**config.mk**
```make
export PLATFORM = sky130hd
export DESIGN_NAME = rr_slice_arbiter
export DESIGN_NICKNAME = d
export VERILOG_FILES = /design/src/rtl/rr_slice_pkg.sv /design/src/rtl/slice_timer.sv /design/src/rtl/rr_slice_arbiter.sv
export SDC_FILE = /design/constraint.sdc
export NUM_CORES = 1
export LEC_CHECK = 0
export CAP_MARGIN = 25
export CORE_MARGIN = 3
export CORE_UTILIZATION = 55
export CTS_CLUSTER_SIZE = 20
export DETAILED_ROUTE_END_ITERATION = 10
export PLACE_DENSITY = 0.9
export SYNTH_ARGS = -nofsm -noshare
export SYNTH_HDL_FRONTEND = slang
export SYNTH_SLANG_ARGS = --single-unit
```
**constraint.sdc**
```tcl
create_clock -name clk -period 4.87 [get_ports clk]
set_input_delay 0.487 -clock clk [delete_from_list [all_inputs] [get_ports clk]]
set_output_delay 0.487 -clock clk [all_outputs]
set_load 0.03 [all_outputs]
```
**src/rtl/rr_slice_pkg.sv**
```systemverilog
// Shared types for the round-robin time-sliced arbiter slice.
// Holds FSM states, end-of-grant causes and the default quantum.
package rr_slice_pkg;

    typedef enum logic [1:0] {
        IDLE,
        GRANT,
        GAP
    } state_t;

    typedef enum logic [1:0] {
        CAUSE_NONE,
        CAUSE_RELEASE,
        CAUSE_EXPIRE
    } cause_t;

    localparam int DEFAULT_QUANTUM = 1;

endpackage

```
**src/rtl/slice_timer.sv**
```systemverilog
// Rollover counter timing one grant slice.
// Ports: clk, n_rst (async low), clear, count_enable, rollover_val,
//        count_out (cycles completed in slice), rollover_flag (last cycle).
module slice_timer #(
    parameter int W = 4
) (
    input  logic         clk,
    input  logic         n_rst,
    input  logic         clear,
    input  logic         count_enable,
    input  logic [W-1:0] rollover_val,
    output logic [W-1:0] count_out,
    output logic         rollover_flag
);

    logic [W-1:0] count_q;
    logic [W-1:0] count_d;

    // Flag marks the cycle in which the count reaches rollover_val;
    // the count wraps to 0 at that point so it never exceeds it.
    assign rollover_flag = count_enable &&
                           ((count_q + W'(1)) == rollover_val);
    assign count_out     = count_q;

    always_comb begin
        count_d = count_q;
        if (clear) begin
            count_d = '0;
        end else if (count_enable) begin
            count_d = rollover_flag ? '0 : count_q + W'(1);
        end
    end

    always_ff @(posedge clk or negedge n_rst) begin
        if (!n_rst) begin
            count_q <= '0;
        end else begin
            count_q <= count_d;
        end
    end

endmodule

```
**src/rtl/rr_slice_arbiter.sv**
```systemverilog
// Round-robin time-sliced arbiter with a one-cycle gap between grants.
// Ports: clk, n_rst, req/done (per requester), quantum (slice length),
//        grant (one-hot), grant_valid, grant_id, preempt (expiry gap pulse).
module rr_slice_arbiter
    import rr_slice_pkg::*;
#(
    parameter int NUM_REQ      = 4,
    parameter int QUANTUM_BITS = 4
) (
    input  logic                       clk,
    input  logic                       n_rst,
    input  logic [NUM_REQ-1:0]         req,
    input  logic [NUM_REQ-1:0]         done,
    input  logic [QUANTUM_BITS-1:0]    quantum,
    output logic [NUM_REQ-1:0]         grant,
    output logic                       grant_valid,
    output logic [$clog2(NUM_REQ)-1:0] grant_id,
    output logic                       preempt
);

    localparam int IW = $clog2(NUM_REQ);

    state_t                  state_q;
    logic [NUM_REQ-1:0]      grant_q;
    logic [IW-1:0]           id_q;
    logic [IW-1:0]           last_q;
    logic                    preempt_q;
    logic [QUANTUM_BITS-1:0] quant_q;

    logic [IW:0]             pick;
    logic                    any_req;
    logic [IW-1:0]           win_id;
    logic                    others;
    logic                    release_evt;
    logic                    expire;
    logic                    start_grant;
    cause_t                  cause;
    logic [QUANTUM_BITS-1:0] quant_eff;
    logic [QUANTUM_BITS-1:0] slice_cnt;
    logic                    slice_flag;

    // Returns {found, index}. Scanning from the far end keeps the
    // nearest set bit after 'last'; 'last' itself ranks lowest.
    function automatic logic [IW:0] rr_pick(
        input logic [NUM_REQ-1:0] r,
        input logic [IW-1:0]      last
    );
        logic [IW:0] res;
        int          idx;
        res = '0;
        for (int k = NUM_REQ; k >= 1; k--) begin
            idx = (int'(last) + k) % NUM_REQ;
            if (r[idx]) begin
                res = {1'b1, IW'(idx)};
            end
        end
        return res;
    endfunction

    always_comb begin
        pick        = rr_pick(req, last_q);
        any_req     = pick[IW];
        win_id      = pick[IW-1:0];
        others      = |(req & ~grant_q);
        release_evt = done[id_q] | ~req[id_q];
        // Second term guards against the count ever passing the quantum.
        expire      = (state_q == GRANT) &&
                      (slice_flag || (slice_cnt >= quant_q));
        start_grant = (state_q != GRANT) && any_req;
        quant_eff   = (quantum == '0) ?
                      QUANTUM_BITS'(DEFAULT_QUANTUM) : quantum;
        cause       = CAUSE_NONE;
        if (state_q == GRANT) begin
            if (release_evt) begin
                cause = CAUSE_RELEASE;
            end else if (expire && others) begin
                cause = CAUSE_EXPIRE;
            end
        end
    end

    slice_timer #(
        .W (QUANTUM_BITS)
    ) u_timer (
        .clk           (clk),
        .n_rst         (n_rst),
        .clear         (start_grant),
        .count_enable  (state_q == GRANT),
        .rollover_val  (quant_q),
        .count_out     (slice_cnt),
        .rollover_flag (slice_flag)
    );

    always_ff @(posedge clk or negedge n_rst) begin
        if (!n_rst) begin
            state_q   <= IDLE;
            grant_q   <= '0;
            id_q      <= '0;
            last_q    <= IW'(NUM_REQ - 1);
            preempt_q <= 1'b0;
            quant_q   <= QUANTUM_BITS'(DEFAULT_QUANTUM);
        end else begin
            unique case (state_q)
                IDLE, GAP: begin
                    preempt_q <= 1'b0;
                    if (any_req) begin
                        state_q <= GRANT;
                        grant_q <= NUM_REQ'(1) << win_id;
                        id_q    <= win_id;
                        quant_q <= quant_eff;
                    end else begin
                        state_q <= IDLE;
                        grant_q <= '0;
                        id_q    <= '0;
                    end
                end
                GRANT: begin
                    // Renewal needs no action: the timer wraps itself.
                    if (cause != CAUSE_NONE) begin
                        state_q   <= GAP;
                        grant_q   <= '0;
                        id_q      <= '0;
                        last_q    <= id_q;
                        preempt_q <= (cause == CAUSE_EXPIRE);
                    end
                end
                default: begin
                    state_q   <= IDLE;
                    grant_q   <= '0;
                    id_q      <= '0;
                    preempt_q <= 1'b0;
                end
            endcase
        end
    end

    assign grant       = grant_q;
    assign grant_valid = |grant_q;
    assign grant_id    = id_q;
    assign preempt     = preempt_q;

endmodule

```
==> results.yml <==
final_layout:
  multi_input_area_um2: 650.6
  syn_to_final_growth_pct: 22.36
  fin_nets: 171
  final_common_cell: "clkdlybuf4s50_1"
  antennaDiodeCount: 0
  nFillCells: 154
  design_area_um2: 1438
  finalNonFillerCells: 178
  layout-drive-gt1-share_pct: 7.285
  seq_area_um2: 479.2
  layout_common_cells: "clkdlybuf4s50_1, nand2_1, dfrtp_1"
  fin_util_pct: 71.81
floorplanning:
  die_area_um2: 2727
  fp.dieW_um: 52.22
  die_y_um: 52.22
  ios: 22
  fp.coreArea_um2: 2002
  initial_core_util_pct: 58.69
  row_count: 16
sta:
  finClkSkew_ns: 0.005812
  hold_viol: 0
  setup_viol: 0
  rsz0062_at_grt: "no"
  relSlewSlack_pct: 45.47
  setup_slack_ns: 2.505
  fmax_mhz: 422.9
  fin_setup_tns_ns: 0
  drv_slew: 0
  fin_crit_sh_pct: 48.56
  tightest_slew_ns: 0.8154
  period_minus_slack_ns: 2.365
worst_setup_path:
  path_class: "register to output pin"
  critPathLaunchType: "register"
  crit_path_max_incr_delay_ns: 0.62
  cp_slowest_cell: "clkdlybuf4s50_1"
  worstPathArrival_ns: 1.88
  end_kind: "output pin"
  worstPathRequired_ns: 4.38
  critPathBufInv: 1
  cp_top_family: "buffers and inverters"
  crit_chain: "or4_1 -> clkdlybuf4s50_1"
  cp_max_fo: 4
power_and_ir_drop:
  power.share.switching_pct: 45.71
  power_frac_clock_pct: 9.6
  power_frac_comb_pct: 56.3
  leakage_uw: 0.0006155
  p_sw_uw: 392.1
  power_density_nw_per_um2: 596.6
  ir_drop_uv: 383.2
  pwr-share-seq_pct: 34.2
  p_int_uw: 465.7
grt:
  busiest_layer: "met2"
  antenna_found_initial: 0
  grt_overflow: 0
  grt_util_met3_pct: 5.698
  grt_util_all_layers_pct: 22.84
  grt_util_met2_pct: 36.19
  grt_pass1_wl_mm: 4.588
  grt_use_met1_pct: 28.60
  grt_pass1_vias: 1059
  grt_max_degree: 20
cts:
  cts_buffers: 3
  path_clk_slew_ns: 0.11
  h-tree-depth: 1
  cts_root_buffer: "clkbuf_4"
  hold_buffers: 0
  ctsResizeCount: 0
  cts_sinks: 19
  cts_tree: "yes"
  cts_setup_buffers: 0
  clock_latency_ns: 0.30
  clk_path_buf_depth: 2
synthesis:
  synthDistinctLibCells: 37
  synth-edff-count: 0
  synth_seq_cells: 19
  async_flop_share_pct: 100.0
  yosys_warnings: 0
  synth_seq_area_share_pct: 40.79
  synth_cells: 129
  synth_ff_type: "dfrtp_1"
  avgSynthCellArea_um2: 9.108
  synthesis.area_um2: 1175
  syn_nets: 148
drt:
  wire_per_inst_um: 14.79
  drcViolationCount: 0
  ant_nets: 0
  via_per_inst: 5.978
  drt-total-wl_mm: 2.633
  drt_iter0_drc: 30
  drt-pass1-iter-count: 4
  num_vias: 1064
place:
  gp_congestion: 0.8434
  place_area_um2: 1408
  io_buffer_count: 21
  place_inst: 174
  dp_slack_ns: 2.545
  hpwl_mm: 2.063
flow_run:
  timing.max_cap.violations: 0
hold_path:
  hp-class: "register to register"
status:
  status: "finished, final reports clean"
[area by class of cell]
type / instances / area share [%]
clock buffers: 3 / 1.567
clock inverters: 1 / 0.5222
repair buffers: 21 / 14.62
multi-input cells: 98 / 45.26
well taps: 27 / 2.350
flip-flops and latches: 19 / 33.33
inverters: 9 / 2.350
[registers in the layout, summed over array words and instances (netlist names)]
| register | cells |
|---|---|
| last_q | 2 |
| grant | 4 |
| quant_q | 4 |
| preempt | 1 |
| u_timer.count_out | 4 |
| state_q | 2 |
| grant_id | 2 |
[metal layers]
layer  wire [um]  vias to the layer above  part of all wire, %
met3         114                       10                  4.3
met2        1318                       30                   50
li1            -                      505                    -
met1        1126                      519                   43
met4          74                        0                  2.8
met5           0                        -                    0
[power groups by stage]
stage          combinational (uW)  sequential, uW  clock, uW
2_1_floorplan                 311             313          0
3_3_place_gp                  457             293          0
3_5_place_dp                  480             295          0
4_1_cts                       482             292       84.8
5_1_grt                       528             303       92.2
6_report                      483             293       82.2
[stage by stage]
stage               total power [uW]  hold slack (ns)
finish                         857.7           0.5230
global route                   923.4           0.5499
CTS                            859.4           0.5236
detailed placement             774.8           0.5052
global placement               750.6           0.4800
floorplan                      623.7           0.1914
[kinds of logic after synthesis]
| group | Yosys count | synth area share [%] |
|---|---|---|
| xor+xnor | 5 | 4.899 |
| compound gates | 32 | 19.70 |
| flops | 19 | 40.79 |
| simple gates | 53 | 21.83 |
| buf+inv | 12 | 3.834 |
| fa+ha+maj | 5 | 5.325 |
| mux | 3 | 3.621 |
[synth_stat cells (all sizes together), types with 3 or more instances]
| cell type | instances | area, um^2 |
|---|---|---|
| and2 | 3 | 18.77 |
| nor2 | 9 | 36.29 |
| dfstp | 3 | 78.83 |
| nand3 | 5 | 25.02 |
| ha | 5 | 62.56 |
| clkbuf | 3 | 11.26 |
| a21oi | 3 | 15.01 |
| inv | 9 | 33.78 |
| nor3 | 4 | 20.02 |
| nand2 | 18 | 67.56 |
| o2bb2ai | 4 | 35.03 |
| o21ai | 10 | 50.05 |
| nand2b | 10 | 62.56 |
| dfrtp | 16 | 400.4 |
[worst min-delay path, stage by stage (launching register included)]
cell and delay, ns:
dfstp_2 0.39, nor2_1 0.09, a21oi_1 0.05
[path summary, 6_finish.rpt]
check / startpoint / slack [ns] / cells past startpoint / to
setup / recovery: grant[1] / 2.51 / 2 / grant_valid
hold / removal: quant_q[0] / 0.52 / 2 / quant_q[0]
setup reg to reg: u_timer.count_out[0] / 2.75 / 6 / state_q[0]
hold reg to reg: quant_q[0] / 0.52 / 2 / quant_q[0]
max in group asynchronous: n_rst / 3.72 / 1 / u_timer.count_out[1]
min in group asynchronous: n_rst / 0.64 / 1 / state_q[0]
(Power assumes the default switching activity.)
